[src/rtl/vec_isa_pkg.sv]
// Shared ISA constants for the custom-0x5B vector/VMAC space, plus the
// descriptor validity rule and the word encoder used by vec_insn_encoder.
package vec_isa_pkg;

  localparam logic [6:0] OPC_CUSTOM = 7'b1011011;
  localparam logic [2:0] F3_VMAC    = 3'b001;
  localparam logic [2:0] F3_VEC     = 3'b010;

  localparam logic [4:0] VOP_VADD     = 5'b00000;
  localparam logic [4:0] VOP_VSUB     = 5'b00001;
  localparam logic [4:0] VOP_VMUL     = 5'b00010;
  localparam logic [4:0] VOP_VLD      = 5'b00100;
  localparam logic [4:0] VOP_VST      = 5'b00101;
  localparam logic [4:0] VOP_VMOV_S2V = 5'b01000;
  localparam logic [4:0] VOP_VMOV_V2S = 5'b01001;

  localparam logic [1:0] SEW_8  = 2'b00;
  localparam logic [1:0] SEW_16 = 2'b01;
  localparam logic [1:0] SEW_32 = 2'b10;

  localparam logic KIND_VEC  = 1'b0;
  localparam logic KIND_VMAC = 1'b1;

  typedef enum logic [2:0] {
    VEC_VADD     = 3'b000,
    VEC_VSUB     = 3'b001,
    VEC_VMUL     = 3'b010,
    VEC_VLD      = 3'b011,
    VEC_VST      = 3'b100,
    VEC_VMOV_S2V = 3'b101,
    VEC_VMOV_V2S = 3'b110,
    VEC_RSVD     = 3'b111
  } vec_op_e;

  function automatic logic [4:0] vop5(input logic [2:0] op);
    logic [4:0] code;
    case (vec_op_e'(op))
      VEC_VADD:     code = VOP_VADD;
      VEC_VSUB:     code = VOP_VSUB;
      VEC_VMUL:     code = VOP_VMUL;
      VEC_VLD:      code = VOP_VLD;
      VEC_VST:      code = VOP_VST;
      VEC_VMOV_S2V: code = VOP_VMOV_S2V;
      VEC_VMOV_V2S: code = VOP_VMOV_V2S;
      default:      code = 5'b00000;
    endcase
    return code;
  endfunction

  // Reserved vector op, reserved SEW, or VMAC with op[2] set has no encoding.
  function automatic logic cmd_invalid(input logic kind, input logic [2:0] op,
                                       input logic [1:0] sew);
    logic bad;
    if (kind == KIND_VMAC) begin
      bad = op[2];
    end else begin
      bad = (op == 3'b111) || (sew == 2'b11);
    end
    return bad;
  endfunction

  function automatic logic [31:0] encode(input logic kind, input logic [2:0] op,
                                         input logic [1:0] sew, input logic [4:0] rd,
                                         input logic [4:0] rs1, input logic [4:0] rs2);
    logic [6:0] funct7;
    logic [2:0] funct3;
    if (kind == KIND_VMAC) begin
      funct7 = {5'b00000, op[1:0]};
      funct3 = F3_VMAC;
    end else begin
      funct7 = {sew, vop5(op)};
      funct3 = F3_VEC;
    end
    return {funct7, rs2, rs1, funct3, rd, OPC_CUSTOM};
  endfunction

endpackage

[src/rtl/insn_fifo.sv]
// Synchronous show-ahead FIFO: the head entry is presented on rdata whenever
// the FIFO is non-empty; rdata reads zero while empty.
module insn_fifo #(
  parameter int DEPTH = 4,
  parameter int W     = 33
) (
  input  logic                     clk,
  input  logic                     rst_n,
  input  logic                     push,
  input  logic                     pop,
  input  logic [W-1:0]             wdata,
  output logic [W-1:0]             rdata,
  output logic                     full,
  output logic                     empty,
  output logic [$clog2(DEPTH):0]   level
);

  localparam int AW = $clog2(DEPTH);
  localparam int LW = AW + 1;

  logic [W-1:0]  mem_r [DEPTH];
  logic [AW-1:0] wr_ptr_r;
  logic [AW-1:0] rd_ptr_r;
  logic [LW-1:0] level_r;
  logic          push_s;
  logic          pop_s;

  assign push_s = push & ~full;
  assign pop_s  = pop & ~empty;
  assign full   = (level_r == LW'(DEPTH));
  assign empty  = (level_r == LW'(0));
  assign level  = level_r;
  assign rdata  = empty ? W'(0) : mem_r[rd_ptr_r];

  // Storage array, written on accepted pushes only.
  always_ff @(posedge clk) begin
    if (push_s) begin
      mem_r[wr_ptr_r] <= wdata;
    end
  end

  // Pointers and occupancy; pointer wrap relies on DEPTH being a power of 2.
  always_ff @(posedge clk) begin
    if (!rst_n) begin
      wr_ptr_r <= AW'(0);
      rd_ptr_r <= AW'(0);
      level_r  <= LW'(0);
    end else begin
      if (push_s) begin
        wr_ptr_r <= wr_ptr_r + AW'(1);
      end
      if (pop_s) begin
        rd_ptr_r <= rd_ptr_r + AW'(1);
      end
      case ({push_s, pop_s})
        2'b10:   level_r <= level_r + LW'(1);
        2'b01:   level_r <= level_r - LW'(1);
        default: level_r <= level_r;
      endcase
    end
  end

endmodule

[src/rtl/vec_insn_encoder.sv]
// Expands vector/VMAC command descriptors into bursts of custom-0x5B
// instruction words, queued through a show-ahead FIFO to the consumer.
module vec_insn_encoder
  import vec_isa_pkg::*;
#(
  parameter int DEPTH   = 4,
  parameter int COUNT_W = 4
) (
  input  logic               clk,
  input  logic               rst_n,
  input  logic               cmd_valid,
  output logic               cmd_ready,
  input  logic               cmd_kind,
  input  logic [2:0]         cmd_op,
  input  logic [1:0]         cmd_sew,
  input  logic [4:0]         cmd_rd,
  input  logic [4:0]         cmd_rs1,
  input  logic [4:0]         cmd_rs2,
  input  logic [2:0]         cmd_inc,
  input  logic [COUNT_W-1:0] cmd_count,
  output logic               cmd_err,
  output logic               insn_valid,
  input  logic               insn_ready,
  output logic [31:0]        insn,
  output logic               insn_last,
  output logic               busy
);

  typedef enum logic {
    ST_IDLE   = 1'b0,
    ST_EXPAND = 1'b1
  } state_e;

  state_e               state_r;
  logic                 kind_r;
  logic [2:0]           op_r;
  logic [1:0]           sew_r;
  logic [4:0]           rd_r;
  logic [4:0]           rs1_r;
  logic [4:0]           rs2_r;
  logic [2:0]           inc_r;
  logic [COUNT_W-1:0]   remaining_r;
  logic                 cmd_err_r;

  logic                 accept_s;
  logic                 last_s;
  logic                 push_s;
  logic                 pop_s;
  logic                 fifo_full_s;
  logic                 fifo_empty_s;
  logic [$clog2(DEPTH):0] fifo_level_s;
  logic [32:0]          fifo_wdata_s;
  logic [32:0]          fifo_rdata_s;

  assign cmd_ready    = (state_r == ST_IDLE);
  assign accept_s     = cmd_valid & cmd_ready;
  assign last_s       = (remaining_r == COUNT_W'(0));
  // Full is the registered level, so a same-cycle pop cannot admit a push.
  assign push_s       = (state_r == ST_EXPAND) & ~fifo_full_s;
  assign pop_s        = insn_ready & ~fifo_empty_s;
  assign fifo_wdata_s = {last_s, encode(kind_r, op_r, sew_r, rd_r, rs1_r, rs2_r)};

  assign cmd_err    = cmd_err_r;
  assign insn_valid = ~fifo_empty_s;
  assign insn       = fifo_rdata_s[31:0];
  assign insn_last  = fifo_rdata_s[32];
  assign busy       = (state_r == ST_EXPAND) | (fifo_level_s != '0);

  // Descriptor intake and burst expansion with per-field auto-increment.
  always_ff @(posedge clk) begin
    if (!rst_n) begin
      state_r     <= ST_IDLE;
      kind_r      <= 1'b0;
      op_r        <= 3'b000;
      sew_r       <= 2'b00;
      rd_r        <= 5'd0;
      rs1_r       <= 5'd0;
      rs2_r       <= 5'd0;
      inc_r       <= 3'b000;
      remaining_r <= COUNT_W'(0);
      cmd_err_r   <= 1'b0;
    end else begin
      cmd_err_r <= 1'b0;
      case (state_r)
        ST_IDLE: begin
          if (accept_s) begin
            if (cmd_invalid(cmd_kind, cmd_op, cmd_sew)) begin
              cmd_err_r <= 1'b1;
            end else begin
              kind_r      <= cmd_kind;
              op_r        <= cmd_op;
              sew_r       <= cmd_sew;
              rd_r        <= cmd_rd;
              rs1_r       <= cmd_rs1;
              rs2_r       <= cmd_rs2;
              inc_r       <= cmd_inc;
              remaining_r <= cmd_count;
              state_r     <= ST_EXPAND;
            end
          end
        end
        ST_EXPAND: begin
          if (push_s) begin
            if (last_s) begin
              state_r <= ST_IDLE;
            end else begin
              remaining_r <= remaining_r - COUNT_W'(1);
              if (inc_r[0]) rd_r  <= rd_r + 5'd1;
              if (inc_r[1]) rs1_r <= rs1_r + 5'd1;
              if (inc_r[2]) rs2_r <= rs2_r + 5'd1;
            end
          end
        end
        default: state_r <= ST_IDLE;
      endcase
    end
  end

  insn_fifo #(
    .DEPTH (DEPTH),
    .W     (33)
  ) u_fifo (
    .clk   (clk),
    .rst_n (rst_n),
    .push  (push_s),
    .pop   (pop_s),
    .wdata (fifo_wdata_s),
    .rdata (fifo_rdata_s),
    .full  (fifo_full_s),
    .empty (fifo_empty_s),
    .level (fifo_level_s)
  );

endmodule
[config.mk]
export PLATFORM = sky130hd
export DESIGN_NAME = vec_insn_encoder
export DESIGN_NICKNAME = d
export VERILOG_FILES = /design/src/rtl/vec_isa_pkg.sv /design/src/rtl/insn_fifo.sv /design/src/rtl/vec_insn_encoder.sv
export SDC_FILE = /design/constraint.sdc
export NUM_CORES = 1
export LEC_CHECK = 0
export ABC_AREA = 0
export BUFFER_PORTS_ARGS = -buffer_cell sky130_fd_sc_hd__buf_4
export CAP_MARGIN = 20
export CORE_UTILIZATION = 60
export CTS_CLUSTER_SIZE = 10
export DETAILED_ROUTE_END_ITERATION = 10
export PLACE_DENSITY = 0.92
export REMOVE_ABC_BUFFERS = 1
export SLEW_MARGIN = 5
export SYNTH_ARGS = -nofsm -noshare
export SYNTH_HDL_FRONTEND = slang
export SYNTH_HIERARCHICAL = 1
export SYNTH_SLANG_ARGS = --single-unit
export TNS_END_PERCENT = 30
[constraint.sdc]
create_clock -name clk -period 5.3 [get_ports clk]
set_input_delay 0.265 -clock clk [delete_from_list [all_inputs] [get_ports clk]]
set_output_delay 0.265 -clock clk [all_outputs]
set_load 0.01 [all_outputs]
==> summary.txt, run 1 <==
Timing
  • Final hold slack: 0.0982 ns
  • Setup tns final: 0 ns
  • RSZ-0062 raised after global routing: false
  • Final hold violation count: 0
  • Rel. slew slack: 47.0%
  • Upper clock frequency limit: 326 MHz
  • Slew Limit Fails: 0
  • Fin crit period: 3.07 ns
  • Setup-failing EPs final: 0
  • Worst Tran Pin Value: 0.794 ns
  • Final WS setup: 2.23 ns
  • Period utilisation layout: 57.9%
  • Clock skew: 0.00725 ns

Synthesis
  • Yosys warns: 6
  • Ranking of synthesized cells by area: edfxtp_1, dfxtp_1, mux4_2, nor2b_1, nand2_1
  • Number of enable flip-flop cells after synthesis: 132
  • Post-Syn Area: 0.00736 mm²
  • Post-synthesis sequential area ratio: 64.5%
  • Post-synthesis cell type count: 52
  • Yosys reg bits: 171
  • Dominant synthesized flop cell: edfxtp_1
  • Synth Area per Inst: 15.0 µm²
  • Cells after Synth: 491
  • Post-synth top area cell: edfxtp_1
  • Async set or reset register ratio after synthesis: 0%
  • Share of the synthesized area in the top cell type: 53.9%

Power
  • P_sw: 716 µW
  • Switching part of the total power: 23.8%
  • Comb power frac: 10.3%
  • Static Leak: 3.12 nW
  • Tot Pwr: 3.01 mW
  • Max IR drop VDD: 0.233 mV
  • Reg power frac: 51.0%
  • Clk pwr share: 38.8%
  • Pwr dens: 348 mW/mm²
  • Pint: 2.29 mW

Clock tree
  • Clk pin slew, worst setup/hold paths: 0.06 ns
  • CTS-repair resized insts: 0
  • Root Buffer: clkbuf_16
  • Clk sinks: 171
  • # Post-CTS Setup Buffers: 0
  • Clk_lat worst skew: 0.43 ns
  • # hold bufs at CTS: 0
  • TritonCTS clock tree: done
  • H-tree depth: 4
  • CTS Buf Count: 17
  • Clk buf depth: 2

Setup path
  • Critical path's slowest cell: nor3b_1
  • Worst endpoint required time: 5.64 ns
  • Startpoint Class: flip-flop
  • Critical Path AT: 3.41 ns
  • Setup CP Type: flip-flop to flip-flop
  • Worst path max stage delay: 0.66 ns
  • CP Capture Type: flip-flop
  • Cell seen most often among critical-path stages: inv_1
  • CP Cell Sequence: nor3b_1 -> and2b_1 -> nor2b_1 -> inv_1 -> ha_1 -> inv_1 -> fa_1 -> xor2_1 -> or3_1 -> a21boi_0
  • CP Max Fanout: 7
  • Worst path bufs/invs: 2
  • Top cell family by delay on the critical path: simple AND/OR/NAND/NOR gates

Layout
  • Area grow syn2layout: 17.5%
  • Net count, final: 635
  • Layout cell share with drive strength beyond 1: 25.6%
  • Util after Layout: 72.3%

Placed design
  • Port Buffers: 68
  • Setup WS pre-CTS: 2.32 ns
  • Post-detail-place hpwl: 9280 µm
  • Routability congestion estimate: 0.797

Detailed routing
  • Routed vias: 4513
  • Antenna Nets Post-Route: 0
  • Vias/cell: 5.99
  • DR iter-0 viols: 384
  • Drt drc: 0
  • WL/cell: 20.7 µm
  • DRT Pass-1 Iters: 5
  • Post-Route WL: 15600 µm

Global routing
  • All-Layer GR Usage: 26.2%
  • Number of global-route vias before repair: 4411
  • Grt total ovfl: 0
  • Antenna violations before repair: 1
  • Largest net degree at the start of global routing: 52
  • First-pass GRT wire length: 24200 µm

Min path
  • Hold crit path type: primary input to flip-flop

Status
  • Outcome: finished, final reports clean

Floorplanning
  • Die Y: 113 µm
  • Core Region: 0.0120 mm²
  • Die W: 113 µm
  • Initial core utilization: 61.5%
  • # rows: 40
  • Die ar.: 0.0127 mm²
  • I/O pins: 69

Job
  • Maxcap violations: 0
==> state kept, by name, indices dropped and copies added, names as in the netlist, named ones only <==
name             cells
u_fifo/rd_ptr_r      2
op_r                 3
rd_r                 5
state_r              1
u_fifo/wr_ptr_r      2
kind_r               1
sew_r                2
inc_r                3
u_fifo/mem_r       132
cmd_err              1
rs1_r                5
remaining_r          4
rs2_r                5
u_fifo/level         3
==> metrics by stage <==
step | area (µm²) | instances
after global routing | 8650 | 754
after floorplan | 7300 | 497
final | 8650 | 754
after global placement | 8060 | 720
after detailed placement | 8080 | 721
after CTS | 8640 | 753
==> layout by cell type, fill, tap and decap left out, types with 13 or more instances in the layout <==
cell / synthesis / final
mux4_2: 30 / 30
a21boi_0: 13 / 13
edfxtp_1: 132 / 132
inv_1: 16 / 16
nand2_1: 46 / 46
clkbuf_16: 0 / 17
conb_1: 2 / 36
buf_4: 0 / 76
nor2b_1: 38 / 38
dfxtp_1: 39 / 38
o21ai_0: 20 / 20
==> per-layer routing <==
metal	GRT usage, %	vias to the layer above	share of wire, %	wire (µm)
met5	0	-	0	0
met2	46.2	190	54	8430
li1	-	2022	-	-
met1	31.9	2262	38	5950
met3	5.14	39	5.3	830
met4	10.8	0	2.5	395
==> path summary, 6_finish.rpt <==
kind,from,end,slack [ns],cells after the start
worst max register to register,u_fifo/level[2],u_fifo/level[2],2.23,10
worst min-delay path,cmd_inc[1],inc_r[1],0.1,3
worst min register to register,sew_r[0],sew_r[0],0.48,2
worst max-delay path,u_fifo/level[2],u_fifo/level[2],2.23,10
==> power by group through the flow <==
| stage | Sequential [mW] | Combinational [mW] | Clock (mW) |
|---|---|---|---|
| after global placement | 1.55 | 0.289 | 0 |
| after detailed placement | 1.56 | 0.303 | 0 |
| final | 1.53 | 0.309 | 1.17 |
| after global routing | 1.54 | 0.335 | 1.23 |
| after CTS | 1.53 | 0.309 | 1.18 |
| after floorplan | 1.55 | 0.185 | 0 |
==> worst register-to-register path: stages (launching register included) <==
cell,delay [ns]
dfxtp_1,0.39
nor3b_1,0.66
and2b_1,0.31
nor2b_1,0.22
inv_1,0.12
ha_1,0.18
inv_1,0.06
fa_1,0.37
xor2_1,0.16
or3_1,0.32
a21boi_0,0.20
==> logic make-up after synthesis <==
group,count (synthesis),synth area share (%)
DFF,171,64.5
and+or+nand+nor,137,10.6
AOI/OAI and AO/OA,82,7.80
buffers and inverters,45,3.43
muxes,41,11.4
adders and majority gates,10,1.80
xor gates and xnor gates,3,0.357
other,2,0.102
==> Yosys cell counts, types with 2 or more instances <==
library cell and instances:
a21boi_0 13, a21oi_1 6, a21oi_2 3, a22oi_1 10
a2bb2oi_1 3, and2_1 6, and2b_1 2, and3_1 4
buf_12 3, buf_2 11, buf_6 2, clkbuf_1 10
conb_1 2, dfxtp_1 39, edfxtp_1 132, ha_1 9
inv_1 16, mux2i_1 6, mux4_1 3, mux4_2 30
nand2_1 46, nand3_1 10, nor2_1 7, nor2b_1 38
nor2b_4 7, nor3_1 8, o211a_1 2, o211ai_1 3
o21a_1 4, o21ai_0 20, o221a_1 3, o22ai_1 9
o2bb2ai_1 3, or3_1 2, xnor2_1 2
==> layout make-up <==
type,count,area (µm²)
sequential,171,4750
fill,693,3310
multi-input combinational,309,2490
timing repair buffer,77,591
clock buffer,18,439
tap,147,184
clock inverter,14,123
inverter,17,68.8
antenna,1,2.50
(Power assumes the default switching activity.)
==> run 2: changes to the inputs <==
Settings changed: CORE_UTILIZATION 60 to 54, PLACE_DENSITY 0.92 to 0.88.
Clock period 5.3 ns to 2.5 ns, I/O delays scaled along.
==> run 2 against run 1 <==
  * Non-clock buffer count up 18
  * Wire length decreased by 9.6%
  * Worst setup slack lost 2.1 ns
  * Global-route usage decreased by 5.1 points
  * Sequential power increased by 110%
  * First-iteration DRC count decreased by 22%
  * Critical path depth is the same
  * Final area increased by 3.4%
  * Largest cell class unchanged
  * Largest power group unchanged
  * Highest routed layer unchanged
==> summary.txt, run 2 (synthesis gave the netlist of run 1 again) <==
Power
  • Reg power frac: 48.3% (-2.7 points)
  • P_sw: 1.46 mW (+100%)
  • Clk pwr share: 41.6% (+2.8 points)
  • Comb power frac: 10.1% (-0.2 points)
  • Pint: 5.25 mW (+130%)
  • Switching part of the total power: 21.8% (-2.0 points)
  • Static Leak: 3.24 nW (+3.8%)
  • Pwr dens: 750 mW/mm² (+120%)
  • Max IR drop VDD: 0.326 mV (+40%)

Layout
  • Fillers: 882 (+27%)
  • Util after Layout: 67.5% (-4.7 points)
  • Most common cell after layout, fill and taps aside: edfxtp_1
  • Non-Filler Instances: 800 (+6.1%)
  • Layout cell share with drive strength beyond 1: 26.6% (+1.0 points)
  • Biggest register: u_fifo/mem_r
  • Antenna diodes: 0 (-1)
  • Most frequent cells in the layout: edfxtp_1, buf_4, nand2_1
  • Largest register FFs: 132 (unchanged)
  • Post-route cell area: 0.00894 mm² (+3.4%)
  • Seq. cell area: 0.00475 mm² (about the same)
  • Net count, final: 653 (+2.8%)
  • Area grow syn2layout: 21.6%
  • Area of the multi-input gates: 0.00251 mm² (+0.75%)

Setup path
  • CP Max Fanout: 5 (-2)
  • Setup CP Type: flip-flop to flip-flop
  • Worst path bufs/invs: 2 (unchanged)
  • Worst reg2reg startpoint: u_fifo/level[1]
  • Critical path's slowest cell: fa_1
  • Worst endpoint required time: 2.85 ns (-2.79 ns)
  • Worst setup path start: u_fifo/level[1]
  • CP Cell Sequence: nor3b_4 -> and2b_2 -> nor2b_1 -> inv_1 -> ha_2 -> inv_1 -> fa_1 -> xor2_1 -> or3_1 -> a21boi_2
  • Startpoint Class: flip-flop
  • Critical Path AT: 2.73 ns (-0.68 ns)
  • Worst path max stage delay: 0.37 ns (-0.29 ns)
  • Reg2reg end: u_fifo/level[2]
  • R2R cell count: 10 (unchanged)
  • Cell seen most often among critical-path stages: inv_1
  • Top cell family by delay on the critical path: simple AND/OR/NAND/NOR gates
  • CP Capture Type: flip-flop
  • R2R Setup Slk: 0.11 ns (-2.12 ns)

Floorplanning
  • # rows: 42 (+5.0%)
  • Core Region: 0.0132 mm² (+11%)
  • Die Y: 119 µm (+5.3%)
  • I/O pins: 69 (unchanged)
  • Die W: 119 µm (+5.3%)
  • Initial core utilization: 55.6% (-6.0 points)
  • Die ar.: 0.0141 mm² (+11%)

Timing
  • Slew Limit Fails: 0 (unchanged)
  • Rel. slew slack: 61.8% (+15 points)
  • Clock skew: 0.00606 ns (-0.00119 ns)
  • RSZ-0062 raised after global routing: false
  • Worst Tran Pin Value: 0.573 ns (-0.221 ns)
  • Final hold violation count: 0 (unchanged)
  • Final WS setup: 0.114 ns (-2.12 ns)
  • Period utilisation layout: 95.4% (+38 points)
  • Fin crit period: 2.39 ns (-0.684 ns)
  • Upper clock frequency limit: 419 MHz (+29%)
  • Setup-failing EPs final: 0 (unchanged)

Placed design
  • Port Buffers: 68 (unchanged)
  • Routability congestion estimate: 0.791 (-0.68%)
  • Dpl cell area: 0.00818 mm² (+1.2%)
  • Setup WS pre-CTS: -0.0277 ns (-2.35 ns)
  • Placed Cells: 756 (+4.9%)
  • Post-detail-place hpwl: 8940 µm (-3.7%)

Global routing
  • All-Layer GR Usage: 21.2% (-5.1 points)
  • Grt total ovfl: 0 (unchanged)
  • Number of global-route vias before repair: 4645 (+5.3%)
  • Antenna violations before repair: 0 (-1)
  • Largest net degree at the start of global routing: 52 (unchanged)
  • First-pass GRT wire length: 22600 µm (-6.5%)

Min path
  • Hold Path Depth: 3 (unchanged)
  • Hold crit path type: primary input to flip-flop
  • Hold_sp: cmd_count[2]
  • Hold path endpoint: remaining_r[2]

Clock tree
  • CTS Buf Count: 17 (unchanged)
  • Clk buf depth: 2 (unchanged)
  • Clk pin slew, worst setup/hold paths: 0.06 ns (about the same)
  • H-tree depth: 4 (unchanged)
  • Clk sinks: 171 (unchanged)
  • Clk_lat worst skew: 0.42 ns (about the same)
  • Root Buffer: clkbuf_16
  • TritonCTS clock tree: done

Job
  • Maxcap violations: 0 (unchanged)

Detailed routing
  • Post-Route WL: 14100 µm (-9.6%)
  • DRT Pass-1 Iters: 5 (unchanged)
  • Vias/cell: 5.60 (-6.4%)
  • Routed vias: 4481 (-0.71%)
  • DR iter-0 viols: 299 (-22%)
  • Antenna Nets Post-Route: 0 (unchanged)
  • WL/cell: 17.6 µm (-15%)
  • Drt drc: 0 (unchanged)

Status
  • Outcome: finished, final reports clean
-- run 2: cell count changes in the layout (fill, tap and decap cells not counted), sizes merged --
cell,delta
buf,+8
bufinv,+4
clkbuf,+1
clkinv,-4
clkinvlp,-1
diode,-1
dlygate4sd3,+10
-- run 2: worst max path at each step --
| stage | to | slack, ns | depth (start not counted) |
|---|---|---|---|
| after detailed placement | u_fifo/level[2] | -0.03 | 10 |
| after global routing | u_fifo/level[2] | 0.008 | 9 |
| after CTS | u_fifo/level[2] | 0.01 | 10 |
| after global placement | u_fifo/level[2] | 0.18 | 10 |
| final | u_fifo/level[2] | 0.11 | 10 |
| after floorplan | u_fifo/level[2] | -2.40 | 9 |
-- run 2: power by group through the flow --
stage / clock [mW] / sequential (mW) / combinational (mW)
floorplan: 0 / 3.28 / 0.392
global placement: 0 / 3.28 / 0.640
detailed placement: 0 / 3.30 / 0.660
CTS: 2.82 / 3.24 / 0.676
global route: 2.92 / 3.25 / 0.738
finish: 2.79 / 3.24 / 0.681
-- run 2: cell type report --
type | instances | area share (%)
well taps | 176 | 2.46
multi-input cells | 309 | 28.1
repair buffers | 95 | 8.53
inverters | 17 | 0.769
clock inverters | 13 | 2.21
clock buffers | 19 | 4.84
flip-flops and latches | 171 | 53.1
-- run 2: what timing repair did --
item                       4_1_cts  5_1_grt
setup buffers                    0        2
pin swaps                        0        1
hold buffers                    10        0
hold endpoints to repair        10        0
setup endpoints to repair        1        1
resized for setup                1        8
-- run 2: through the flow --
step | power [mW] | TNS (ns) | hold WS, ns
global route | 6.91 | 0 | 0.0705
global placement | 3.92 | 0 | 0.382
CTS | 6.73 | 0 | 0.0498
finish | 6.71 | 0 | 0.0627
floorplan | 3.67 | -70.57 | 0.243
detailed placement | 3.96 | -0.0277 | 0.392
-- run 2: layer usage --
| metal | vias up | share of wire [%] | GRT usage (%) |
|---|---|---|---|
| met5 | - | 0 | 0 |
| met4 | 0 | 2.5 | 9.34 |
| met3 | 35 | 5.8 | 4.68 |
| met2 | 175 | 52 | 37.1 |
| met1 | 2212 | 40 | 24.9 |
| li1 | 2059 | - | - |
-- run 2: tightest hold or removal path, cell delays in order --
cell	delay, ns
buf_4	0.08
mux2_2	0.13
o211a_1	0.12
==> run 3: changes to the inputs <==
Settings changed: GPL_TIMING_DRIVEN from default to 0, RECOVER_POWER from default to 25.
==> run 3 against run 2 <==
  * Non-clock buffer count down 8
  * Largest cell class unchanged
  * Count of clock-buffer cells in the layout is the same
  * Die area unchanged
  * Sequential share of layout area grew 0.34 points
  * Largest power group unchanged
==> summary.txt, run 3 (synthesis gave the netlist of run 1 again) <==
Setup path
  • Worst reg2reg startpoint: u_fifo/level[2]
  • Worst setup path start: u_fifo/level[2]
  • CP Max Fanout: 7 (+2)
  • Critical Path AT: 2.79 ns (+0.06 ns)
  • CP Capture Type: flip-flop
  • Setup CP Type: flip-flop to flip-flop
  • R2R Setup Slk: 0.05 ns (-0.06 ns)
  • Reg2reg end: u_fifo/level[2]
  • Startpoint Class: flip-flop
  • R2R cell count: 10 (unchanged)
  • Worst endpoint required time: 2.84 ns (about the same)

Placed design
  • Port Buffers: 68 (unchanged)
  • Post-detail-place hpwl: 8910 µm (-0.32%)
  • Routability congestion estimate: 0.799 (+0.96%)
  • Placed Cells: 749 (-0.93%)

Clock tree
  • Root Buffer: clkbuf_16
  • Clk_lat worst skew: 0.42 ns (about the same)
  • CTS Buf Count: 17 (unchanged)
  • TritonCTS clock tree: done
  • H-tree depth: 4 (unchanged)
  • Clk sinks: 171 (unchanged)
  • Clk buf depth: 2 (unchanged)
  • Clk pin slew, worst setup/hold paths: 0.06 ns (about the same)

Global routing
  • Largest net degree at the start of global routing: 52 (unchanged)
  • Grt total ovfl: 0 (unchanged)
  • All-Layer GR Usage: 21.5% (+0.34 points)
  • Antenna violations before repair: 0 (unchanged)
  • First-pass GRT wire length: 22600 µm (-0.24%)
  • Number of global-route vias before repair: 4633 (-0.26%)

Timing
  • Slew Limit Fails: 0 (unchanged)
  • Upper clock frequency limit: 408 MHz (-2.6%)
  • Clock skew: 0.00826 ns (+0.00220 ns)
  • Final hold slack: 0.0746 ns (+0.0119 ns)
  • Period utilisation layout: 98.0% (+2.5 points)
  • Fin crit period: 2.45 ns (+0.0637 ns)
  • Worst Tran Pin Value: 0.942 ns (+0.369 ns)
  • Final hold violation count: 0 (unchanged)
  • Rel. slew slack: 37.2% (-25 points)
  • Setup-failing EPs final: 0 (unchanged)

Min path
  • Hold Path Depth: 3 (unchanged)
  • Hold crit path type: primary input to flip-flop
  • Hold_sp: cmd_count[2]
  • Hold path endpoint: remaining_r[2]

Floorplanning
  • Core Region: 0.0132 mm² (unchanged)
  • Die W: 119 µm (unchanged)
  • Die ar.: 0.0141 mm² (unchanged)
  • Die Y: 119 µm (unchanged)
  • I/O pins: 69 (unchanged)
  • # rows: 42 (unchanged)
  • Initial core utilization: 55.6% (unchanged)

Detailed routing
  • Post-Route WL: 14200 µm (+0.35%)
  • Drt drc: 0 (unchanged)
  • DR iter-0 viols: 449 (+50%)
  • Vias/cell: 5.62 (+0.33%)
  • WL/cell: 17.9 µm (+1.5%)
  • Routed vias: 4445 (-0.80%)
  • DRT Pass-1 Iters: 5 (unchanged)
  • Antenna Nets Post-Route: 0 (unchanged)

Power
  • Pwr dens: 742 mW/mm² (-0.99%)
  • Reg power frac: 49.2% (+0.9 points)
  • P_sw: 1.46 mW (-0.15%)
  • Pint: 5.15 mW (-1.7%)
  • Max IR drop VDD: 0.459 mV (+41%)
  • Static Leak: 3.21 nW (-0.93%)
  • Clk pwr share: 40.6% (-1.0 points)
  • Switching part of the total power: 22.1% (+0.28 points)
  • Comb power frac: 10.3% (+0.2 points)
  • Tot Pwr: 6.61 mW (-1.4%)

Layout
  • Non-Filler Instances: 791 (-1.1%)
  • Antenna diodes: 0 (unchanged)
  • Util after Layout: 67.3% (-0.28 points)
  • Biggest register: u_fifo/mem_r
  • Largest register FFs: 132 (unchanged)
  • Most frequent cells in the layout: edfxtp_1, buf_4, nand2_1
  • Area grow syn2layout: 21.1%
  • Layout cell share with drive strength beyond 1: 26.7% (+0.064 points)
  • Net count, final: 645 (-1.2%)
  • Most common cell after layout, fill and taps aside: edfxtp_1

Job
  • Maxcap violations: 0 (unchanged)

Status
  • Outcome: finished, final reports clean
==> run 3: metal layers <==
metal	vias to the layer above	global-route usage, %	share of wire [%]
met2	170	37.6	53
met3	32	5.74	5.7
met1	2198	24.6	39
met5	-	0	0
met4	0	9.89	1.8
li1	2045	-	-
==> run 3: worst max-delay path by stage <==
stage,end,slack (ns)
after floorplan,u_fifo/level[2],-2.40
after detailed placement,u_fifo/level[2],-0.66
after global placement,u_fifo/level[2],-4.14
final,u_fifo/level[2],0.05
after CTS,u_fifo/level[2],0.01
after global routing,u_fifo/level[2],-0.007
==> run 3: worst max-delay path, cell delays in order (launching register included) <==
cell and delay, ns:
dfxtp_4 0.38, nor3b_4 0.19, and2b_2 0.27, nor2b_4 0.16, inv_1 0.08, ha_2 0.21
inv_1 0.06, fa_1 0.38, xor2_1 0.16, or3_1 0.33, a21boi_2 0.15
==> run 3: cell type report <==
class                      count  area (µm²)
sequential                   171        4760
fill                         894        4340
multi-input combinational    309        2530
timing repair buffer          87         723
clock buffer                  19         433
tap                          176         220
clock inverter                12         171
inverter                      17        68.8
==> run 3: metrics by stage <==
| stage | setup WS [ns] | instance area [µm²] | setup TNS (ns) |
|---|---|---|---|
| floorplan | -2.40 | 7300 | -70.57 |
| global placement | -4.14 | 8030 | -259.06 |
| detailed placement | -0.664 | 8150 | -64.55 |
| CTS | 0.0126 | 8890 | 0 |
| global route | -0.00733 | 8910 | -0.00733 |
| finish | 0.0504 | 8910 | 0 |
==> run 3: power by group through the flow <==
stage | clock [mW] | sequential [mW] | combinational (mW)
3_5_place_dp | 0 | 3.31 | 0.656
3_3_place_gp | 0 | 3.30 | 0.615
5_1_grt | 2.83 | 3.26 | 0.737
2_1_floorplan | 0 | 3.28 | 0.392
4_1_cts | 2.70 | 3.25 | 0.676
6_report | 2.68 | 3.25 | 0.678
==> run 3: repair_timing <==
item | CTS | global route
pin swaps | 0 | 1
hold endpoints to repair | 10 | 0
hold buffers | 10 | 0
endpoints found under the setup margin | 151 | 16
buffers inserted | 1 | 0
gates resized for setup | 12 | 4
